--- src/rtl/wb_arbiter.sv ---
// Write-back arbiter: holds one pending result per producer and drains up to WRITE
// of them per cycle, round-robin, into registered active-low register-file write ports.
module wb_arbiter #(
    parameter int DATA  = 32,
    parameter int ADDR  = 4,
    parameter int SRC   = 4,
    parameter int WRITE = 1
) (
    input  logic                        clk,
    input  logic                        reset,
    input  logic [SRC-1:0]              src_valid,
    output logic [SRC-1:0]              src_ready,
    input  logic [SRC-1:0][ADDR-1:0]    src_addr,
    input  logic [SRC-1:0][DATA-1:0]    src_data,
    output logic [WRITE-1:0]            we_,
    output logic [WRITE-1:0][ADDR-1:0]  waddr,
    output logic [WRITE-1:0][DATA-1:0]  wdata,
    output logic                        idle
);

    localparam int PTR_W = $clog2(SRC);

    logic [SRC-1:0]             held_q, held_d;
    logic [SRC-1:0][ADDR-1:0]   h_addr_q, h_addr_d;
    logic [SRC-1:0][DATA-1:0]   h_data_q, h_data_d;
    logic [PTR_W-1:0]           rr_ptr_q, rr_ptr_d;
    logic [WRITE-1:0]           we_q, we_d;
    logic [WRITE-1:0][ADDR-1:0] waddr_q, waddr_d;
    logic [WRITE-1:0][DATA-1:0] wdata_q, wdata_d;
    logic [SRC-1:0]             grant;

    // Scan from rr_ptr; waddr_d doubles as the list of addresses already granted,
    // so a held entry colliding with one of them waits for a later cycle.
    always_comb begin
        int               n_grant;
        int               idx;
        logic [PTR_W-1:0] sel;
        logic             conflict;
        grant    = '0;
        we_d     = '1;
        waddr_d  = '0;
        wdata_d  = '0;
        rr_ptr_d = rr_ptr_q;
        n_grant  = 0;
        idx      = 0;
        sel      = '0;
        conflict = 1'b0;
        for (int j = 0; j < SRC; j++) begin
            idx = int'(rr_ptr_q) + j;
            if (idx >= SRC) idx = idx - SRC;
            sel = PTR_W'(idx);
            conflict = 1'b0;
            for (int k = 0; k < WRITE; k++) begin
                if (k < n_grant && waddr_d[k] == h_addr_q[sel]) conflict = 1'b1;
            end
            if (held_q[sel] && n_grant < WRITE && !conflict) begin
                grant[sel] = 1'b1;
                for (int k = 0; k < WRITE; k++) begin
                    if (k == n_grant) begin
                        we_d[k]    = 1'b0;
                        waddr_d[k] = h_addr_q[sel];
                        wdata_d[k] = h_data_q[sel];
                    end
                end
                n_grant  = n_grant + 1;
                rr_ptr_d = (sel == PTR_W'(SRC - 1)) ? '0 : sel + 1'b1;
            end
        end
    end

    always_comb begin
        src_ready = reset ? '0 : (~held_q | grant);
        held_d    = held_q;
        h_addr_d  = h_addr_q;
        h_data_d  = h_data_q;
        for (int i = 0; i < SRC; i++) begin
            if (src_valid[i] && src_ready[i]) begin
                held_d[i]   = 1'b1;
                h_addr_d[i] = src_addr[i];
                h_data_d[i] = src_data[i];
            end else if (grant[i]) begin
                held_d[i] = 1'b0;
            end
        end
    end

    always_ff @(posedge clk) begin
        if (reset) begin
            held_q   <= '0;
            h_addr_q <= '0;
            h_data_q <= '0;
            rr_ptr_q <= '0;
            we_q     <= '1;
            waddr_q  <= '0;
            wdata_q  <= '0;
        end else begin
            held_q   <= held_d;
            h_addr_q <= h_addr_d;
            h_data_q <= h_data_d;
            rr_ptr_q <= rr_ptr_d;
            we_q     <= we_d;
            waddr_q  <= waddr_d;
            wdata_q  <= wdata_d;
        end
    end

    assign we_   = we_q;
    assign waddr = waddr_q;
    assign wdata = wdata_q;
    assign idle  = reset | (~|held_q & &we_q);

endmodule

--- config.mk ---
export PLATFORM = sky130hd
export DESIGN_NAME = wb_arbiter
export DESIGN_NICKNAME = d
export VERILOG_FILES = /design/src/rtl/wb_arbiter.sv
export SDC_FILE = /design/constraint.sdc
export NUM_CORES = 1
export LEC_CHECK = 0
export BUFFER_PORTS_ARGS = -buffer_cell sky130_fd_sc_hd__buf_2
export CORE_MARGIN = 5
export CORE_UTILIZATION = 40
export CTS_CLUSTER_DIAMETER = 150
export DETAILED_ROUTE_END_ITERATION = 6
export SYNTH_ARGS = -nofsm -noshare
export SYNTH_HDL_FRONTEND = slang
export SYNTH_SLANG_ARGS = --single-unit
--- constraint.sdc ---
create_clock -name clk -period 4.9 [get_ports clk]
set_input_delay 0.245 -clock clk [delete_from_list [all_inputs] [get_ports clk]]
set_output_delay 0.245 -clock clk [all_outputs]
set_load 0.05 [all_outputs]
Word-level counts from Yosys, hierarchy flattened
Cells that the tools add are included.
{"block": "totals", "ff_bits": 187, "memories": 0, "romBits": 0, "latchBits": 0, "ram_bits": 0}
{"block": "classes", "n_eq_ne": 7, "n_bitwise": 7, "shifts": 0, "n_reduce_logical": 30, "n_mul": 0, "n_lt_le_gt_ge": 18, "n_div": 0, "add_sub_neg": 13, "n_mux": 84}
{"operator": "two-way mux 32 bit", "n": 13}
{"operator": "binary-select mux 32 bit (select 2 bit)", "n": 4}
{"operator": "zero test 32 bit", "n": 3}
{"operator": "less-than comparator 1 x 32 -> 1 bit (first input constant)", "n": 3}
{"operator": "less-than comparator 32 x 2 -> 1 bit (second input constant)", "n": 3}
{"operator": "adder 32 x 2 -> 32 bit (second input constant)", "n": 2}
{"operator": "two-way mux 4 bit", "n": 16}
{"operator": "binary-select mux 4 bit (select 2 bit)", "n": 4}
{"operator": "two-way mux 1 bit", "n": 27}
{"operator": "two-way mux 2 bit", "n": 12}
{"operator": "logical AND 1 bit", "n": 17}
{"operator": "bitwise OR 4 bit", "n": 4}
{"operator": "equality test 4 bit", "n": 3}
{"operator": "less-than comparator 2 x 3 -> 1 bit (second input constant)", "n": 4}
{"operator": ">= comparator 3 bit (second input constant)", "n": 3}
{"operator": "adder 2 x 1 -> 2 bit (second input constant)", "n": 4}
{"operator": "binary-select mux 1 bit (select 2 bit)", "n": 4}
{"operator": "demux 1 bit (select 2 bit)", "n": 4}
{"operator": "equality test 2 bit (second input constant)", "n": 4}
{"operator": ">= comparator 2 x 1 -> 1 bit (second input constant)", "n": 4}
{"operator": "nonzero test 2 bit", "n": 4}
{"operator": "subtractor 2 x 1 -> 2 bit (second input constant)", "n": 4}
{"operator": "adder 2 x 2 -> 3 bit (second input constant)", "n": 2}
{"operator": "zero test 1 bit", "n": 4}
{"operator": "7 further kinds", "n": 7}

Longest topological paths before layout
{"block": "logic_depth", "ltp_word": 27, "mapped_depth": 15, "mapped_depth_nobuf": 7}

Least setup slack after synthesis
Ideal clock, no wire load.
{"block": "synth_timing", "path_kind": "register -> output", "start": "register rr_ptr_q[0]", "end": "output port src_ready[2]", "t_arrival_ns": 3.876, "n_path_buf": 8, "path_slack_ns": 0.779, "required_time_ns": 4.655, "path_stages_with_launch": 16, "path_cell_list": "dfxtp_1 -> buf_2 -> buf_2 -> buf_2 -> buf_4 -> inv_1 -> ha_1 -> buf_2 -> buf_2 -> nor2b_1 -> o21ai_0 -> a21oi_1 -> clkbuf_1 -> buf_2 -> nand2_1 -> a21oi_1"}
{"block": "synth_via", "elab_chain_len": 25, "elab_cells_between_ends": 96}
{"item": "start, declared", "line": "26", "source": "logic [PTR_W-1:0] rr_ptr_q, rr_ptr_d;"}
{"item": "start signal, assigned", "line": "100", "source": "rr_ptr_q <= rr_ptr_d;"}
{"item": ">= comparator 2 x 3 -> 1 bit, or another cell as far along", "line": "50", "source": "if (idx >= SRC) idx = idx - SRC;"}
{"item": "two-way mux 2 bit, or another cell as far along", "line": "50"}
{"item": "binary-select mux 1 bit (select 2 bit), or another cell as far along", "line": "56", "source": "if (held_q[sel] && n_grant < WRITE && !conflict) begin"}
{"item": "two-way mux 1 bit (implied by the code), or another cell as far along", "line": "56"}
{"item": "two-way mux 1 bit, or another cell as far along", "line": "56"}
{"item": "less-than comparator 1 x 32 -> 1 bit or equality test 4 bit (tied branches)", "line": "54", "source": "if (k < n_grant && waddr_d[k] == h_addr_q[sel]) conflict = 1'b1;"}
{"item": "logical AND 1 bit", "line": "54"}
{"item": "two-way mux 1 bit", "line": "54"}
{"item": "[... 9 more ...]"}
{"item": "less-than comparator 1 x 32 -> 1 bit or equality test 4 bit (tied branches)", "line": "54"}
{"item": "logical AND 1 bit", "line": "54"}
{"item": "two-way mux 1 bit", "line": "54"}
{"item": "zero test 1 bit", "line": "56"}
{"item": "logical AND 1 bit", "line": "56"}
{"item": "two-way mux 4 bit *", "line": "56"}
{"item": "bitwise OR 4 bit *", "line": "72", "source": "src_ready = reset ? '0 : (~held_q | grant);"}
{"item": "two-way mux 4 bit *", "line": "72"}
{"item": "end, declared", "line": "12", "source": "output logic [SRC-1:0] src_ready,"}
Mark *: on every way between the ends. The rest lies on a longest branch, timed or not. The select of a mux whose other input is x is not followed.

Final worst setup path
{"block": "layout_timing", "start": "register rr_ptr_q[0]", "end": "output port src_ready[0]"}
The elaborated chain is that of the path after synthesis.

==> key figures <==
Timing
  – Tcrit/Tclk final: between 90% and 100%
  – Final Max Tran Viols: 0
  – Fmax achieved: between 200 and 250 MHz
  – Final WS setup: around 260 ps
  – Hold Vio Cnt, Final: 0
  – Setup repair after global routing missed its margin: no
  – Layout Skew: approximately 14 ps
  – Minimum clock period: about 4600 ps
  – Slew headroom: slightly above 30%
  – Final setup vio count: 0
  – Setup total negative slack: 0 ps
  – Tightest Pin Transition: 1040 ps

Clock tree
  – Cts hold-fix bufs: 0
  – Number of H-tree levels: 4
  – CTS max path bufs: 2
  – Clock Pin Slew Worst Setup and Hold Paths: 80 ps
  – Clk_lat worst skew: roughly 460 ps
  – Sink Count: 187
  – Total CTS buffers: 17
  – CTS tree: yes
  – Post-CTS sizing: 0
  – Setup bufs post-CTS: 0
  – CTS root buffer: clkbuf_16

Floorplan
  – Core area: 33400 um^2
  – FP Rows: 67
  – Initial Utilization: 40.5%
  – Die width: around 190 um
  – I/O Pins: between 150 and 200
  – DIE AREA: about 38000 um^2
  – Die Ht: 194 um

Pwr
  – VDD IR max: 427 uV
  – Clock share of power: between 10% and 20%
  – Leak: between 5 and 6 nW
  – Reg power frac: between 20% and 30%
  – Tot Pwr: 9.15 mW
  – Total power divided by cell area: around 600 nW/um^2
  – Switching Share: between 40% and 50%
  – Internal: about 4.9 mW
  – Power share of the combinational group: between 50% and 60%
  – Switching pwr: roughly 4.2 mW

Synthesis
  – Ys flop type: dfxtp_1
  – Synth unique cells: between 50 and 60
  – Synthesized Nets: between 1500 and 2000
  – Post-Synth XOR/XNOR Area: less than 1%
  – Register area share after synthesis: about 28%
  – EDFF count, synth: 0
  – Async SR Flop Fraction: 0%
  – Post-synthesis simple-gate area fraction: between 10% and 20%
  – Mean Syn Cell Area: between 9 and 10 um^2
  – Post-synthesis cell count: 1426
  – Register bit count reported by yosys: about 190
  – Compound-Gate Fraction of Synth Area: 21.0%
  – Mux share of post-synthesis cell area: 26.7%
  – Adder and majority gate portion of the synthesized area: 0.369%
  – Synth warn: 0
  – Largest family of logic cells by synthesized area: multiplexers
  – Cell area after synthesis: between 10000 and 15000 um^2

Finish
  – Commonest non-fill, non-tap cell in the layout: nand2_1
  – Layout cells sized above 1: between 20% and 30%
  – Commonest non-fill, non-tap cells in the layout: 225 x nand2_1, 189 x buf_2, 185 x dfxtp_1
  – Core Util, Final: 45.9%
  – Fin nets: approximately 1600
  – Final non-filler cell total: a little under 2000
  – Area delta synth->final: 13.2%

Place
  – IO buf count: 191
  – Dpl hpwl: a little under 30 mm
  – Place WS: ~700 ps
  – Placed Cells: ~1900
  – GPL Wtd Cong: between 0.8 and 0.9

GRT
  – Global route overflow: 0
  – Initial antenna violation count: 1
  – Global-route wire length before repair: ~74 mm
  – Vias in the first global route: 12306
  – Tot GR Track Use: between 20 and 25%
  – Largest net degree at the start of global routing: 98

Setup path
  – Kind of critical path: reg2out
  – Arr. time, crit path: around 4400 ps
  – CP max stage cell: dfxtp_4
  – CP most frequent cell: buf_4
  – Delay of the slowest cell on the worst path: slightly above 800 ps
  – Cell Chain, Critical Path: inv_1 -> ha_4 -> mux4_2 -> buf_4 -> and3b_1 -> a2111oi_4 -> buf_4 -> a21oi_1 -> buf_2
  – Worst Setup Start Kind: flop
  – Reg-to-reg setup timing slack: approximately 770 ps
  – WP data required: ~4700 ps
  – Worst Reg-to-Reg Cells: 9
  – Crit path max fanout: 50
  – Critical Path Sink Type: primary output

Route
  – Final ANT Viol Nets: 0
  – Per-cell routed wire length: ~24 um
  – Initial drt markers: about 1400
  – DR vias/cell: ~6.6
  – Vias: 12835
  – Detailed Route WL: 47.1 mm
  – DRC: 0
  – Drt pass-1 iters: 6

Hold path
  – Min-Delay Path Depth: 3
  – Worst min path class: in2reg

Run
  – Max-cap violations: 0

Outcome
  – Status: completed
[kinds of logic after synthesis]
logic type	count (synthesis)
buffers and inverters	194
muxes	190
adders and majority gates	4
AOI/OAI and AO/OA	371
DFF	187
and+or+nand+nor	479
xor gates and xnor gates	1
[worst max-delay path, delay by kind of cell (launching register included)]
kind	cells	cell delay, ps
AO/OA/AOI/OAI	2	460
adder cells (fa/ha/maj)	1	570
buffers and inverters	4	1360
flip-flops	1	830
multiplexers	1	400
AND/OR/NAND/NOR	1	280
[cell type report]
| class | instances | area [um^2] |
|---|---|---|
| fillers | 3178 | 18100 |
| multi-input cells | 1045 | 9110 |
| flip-flops and latches | 187 | 3750 |
| repair buffers | 227 | 1270 |
| well taps | 448 | 561 |
| clock buffers | 22 | 464 |
| clock inverters | 7 | 141 |
| inverters | 10 | 37.5 |
| diodes | 2 | 5.00 |
[cell usage after synthesis (2+ instances only)]
| cell type | number | area, um^2 |
|---|---|---|
| a221o_1 | 30 | 300 |
| a41oi_1 | 108 | 946 |
| o211ai_1 | 112 | 841 |
| buf_4 | 11 | 82.6 |
| nand3_1 | 110 | 551 |
| o21ai_0 | 33 | 165 |
| nand2b_1 | 2 | 12.5 |
| nand2_1 | 225 | 845 |
| o221ai_2 | 2 | 30.0 |
| and3b_1 | 2 | 17.5 |
| mux2_2 | 8 | 90.1 |
| ha_1 | 4 | 50.1 |
| clkbuf_1 | 119 | 447 |
| buf_8 | 3 | 45.0 |
| mux4_2 | 136 | 3060 |
| dfxtp_1 | 187 | 3740 |
| nor2_1 | 10 | 37.5 |
| buf_1 | 7 | 26.3 |
| a2111oi_2 | 4 | 60.1 |
| a21oi_1 | 51 | 255 |
| a221oi_1 | 5 | 43.8 |
| a21o_1 | 3 | 22.5 |
| inv_1 | 9 | 33.8 |
| o221ai_1 | 2 | 17.5 |
| a31oi_1 | 5 | 31.3 |
| a211oi_1 | 3 | 22.5 |
| nor2b_1 | 10 | 62.6 |
| nor3b_1 | 113 | 848 |
| mux2i_1 | 46 | 460 |
| buf_2 | 44 | 220 |
[routing by layer]
layer / part of all wire (%) / up-vias / track usage (%) / routed length (um)
met5: 0 / - / 0 / 0
met2: 47 / 580 / 38.2 / 22000
li1: - / 5761 / - / -
met4: 1.9 / 0 / 6.93 / 911
met1: 43 / 6440 / 34.1 / 20200
met3: 8.5 / 54 / 5.09 / 3990
[state kept, by name, indices dropped and copies added, names as in the netlist]
name	count
h_addr_q	16
h_data_q	128
held_q	4
rr_ptr_q	2
waddr	4
wdata	32
we_	1
[power by group through the flow]
stage / Sequential [mW] / Combinational, mW / Clock, mW
after global placement: 2.58 / 4.98 / 0
after global routing: 2.68 / 5.39 / 1.58
after floorplan: 2.85 / 3.44 / 0
after CTS: 2.58 / 5.05 / 1.53
final: 2.59 / 5.05 / 1.51
after detailed placement: 2.61 / 5.03 / 0
[metrics by stage]
stage / hold WS (ps) / area (um^2)
after global placement: 481 / 14700
after CTS: 18.4 / 15300
after detailed placement: 490 / 14700
after global routing: 20.3 / 15300
final: 30.5 / 15300
after floorplan: 362 / 13500
[worst paths after layout]
path                   end     startpoint
max           src_ready[0]    rr_ptr_q[0]
min          h_data_q[112]  src_data[112]
max reg2reg   h_data_q[79]    rr_ptr_q[0]
min reg2reg   h_data_q[99]   h_data_q[99]
No activity file was read; power rests on OpenSTA's default activity.
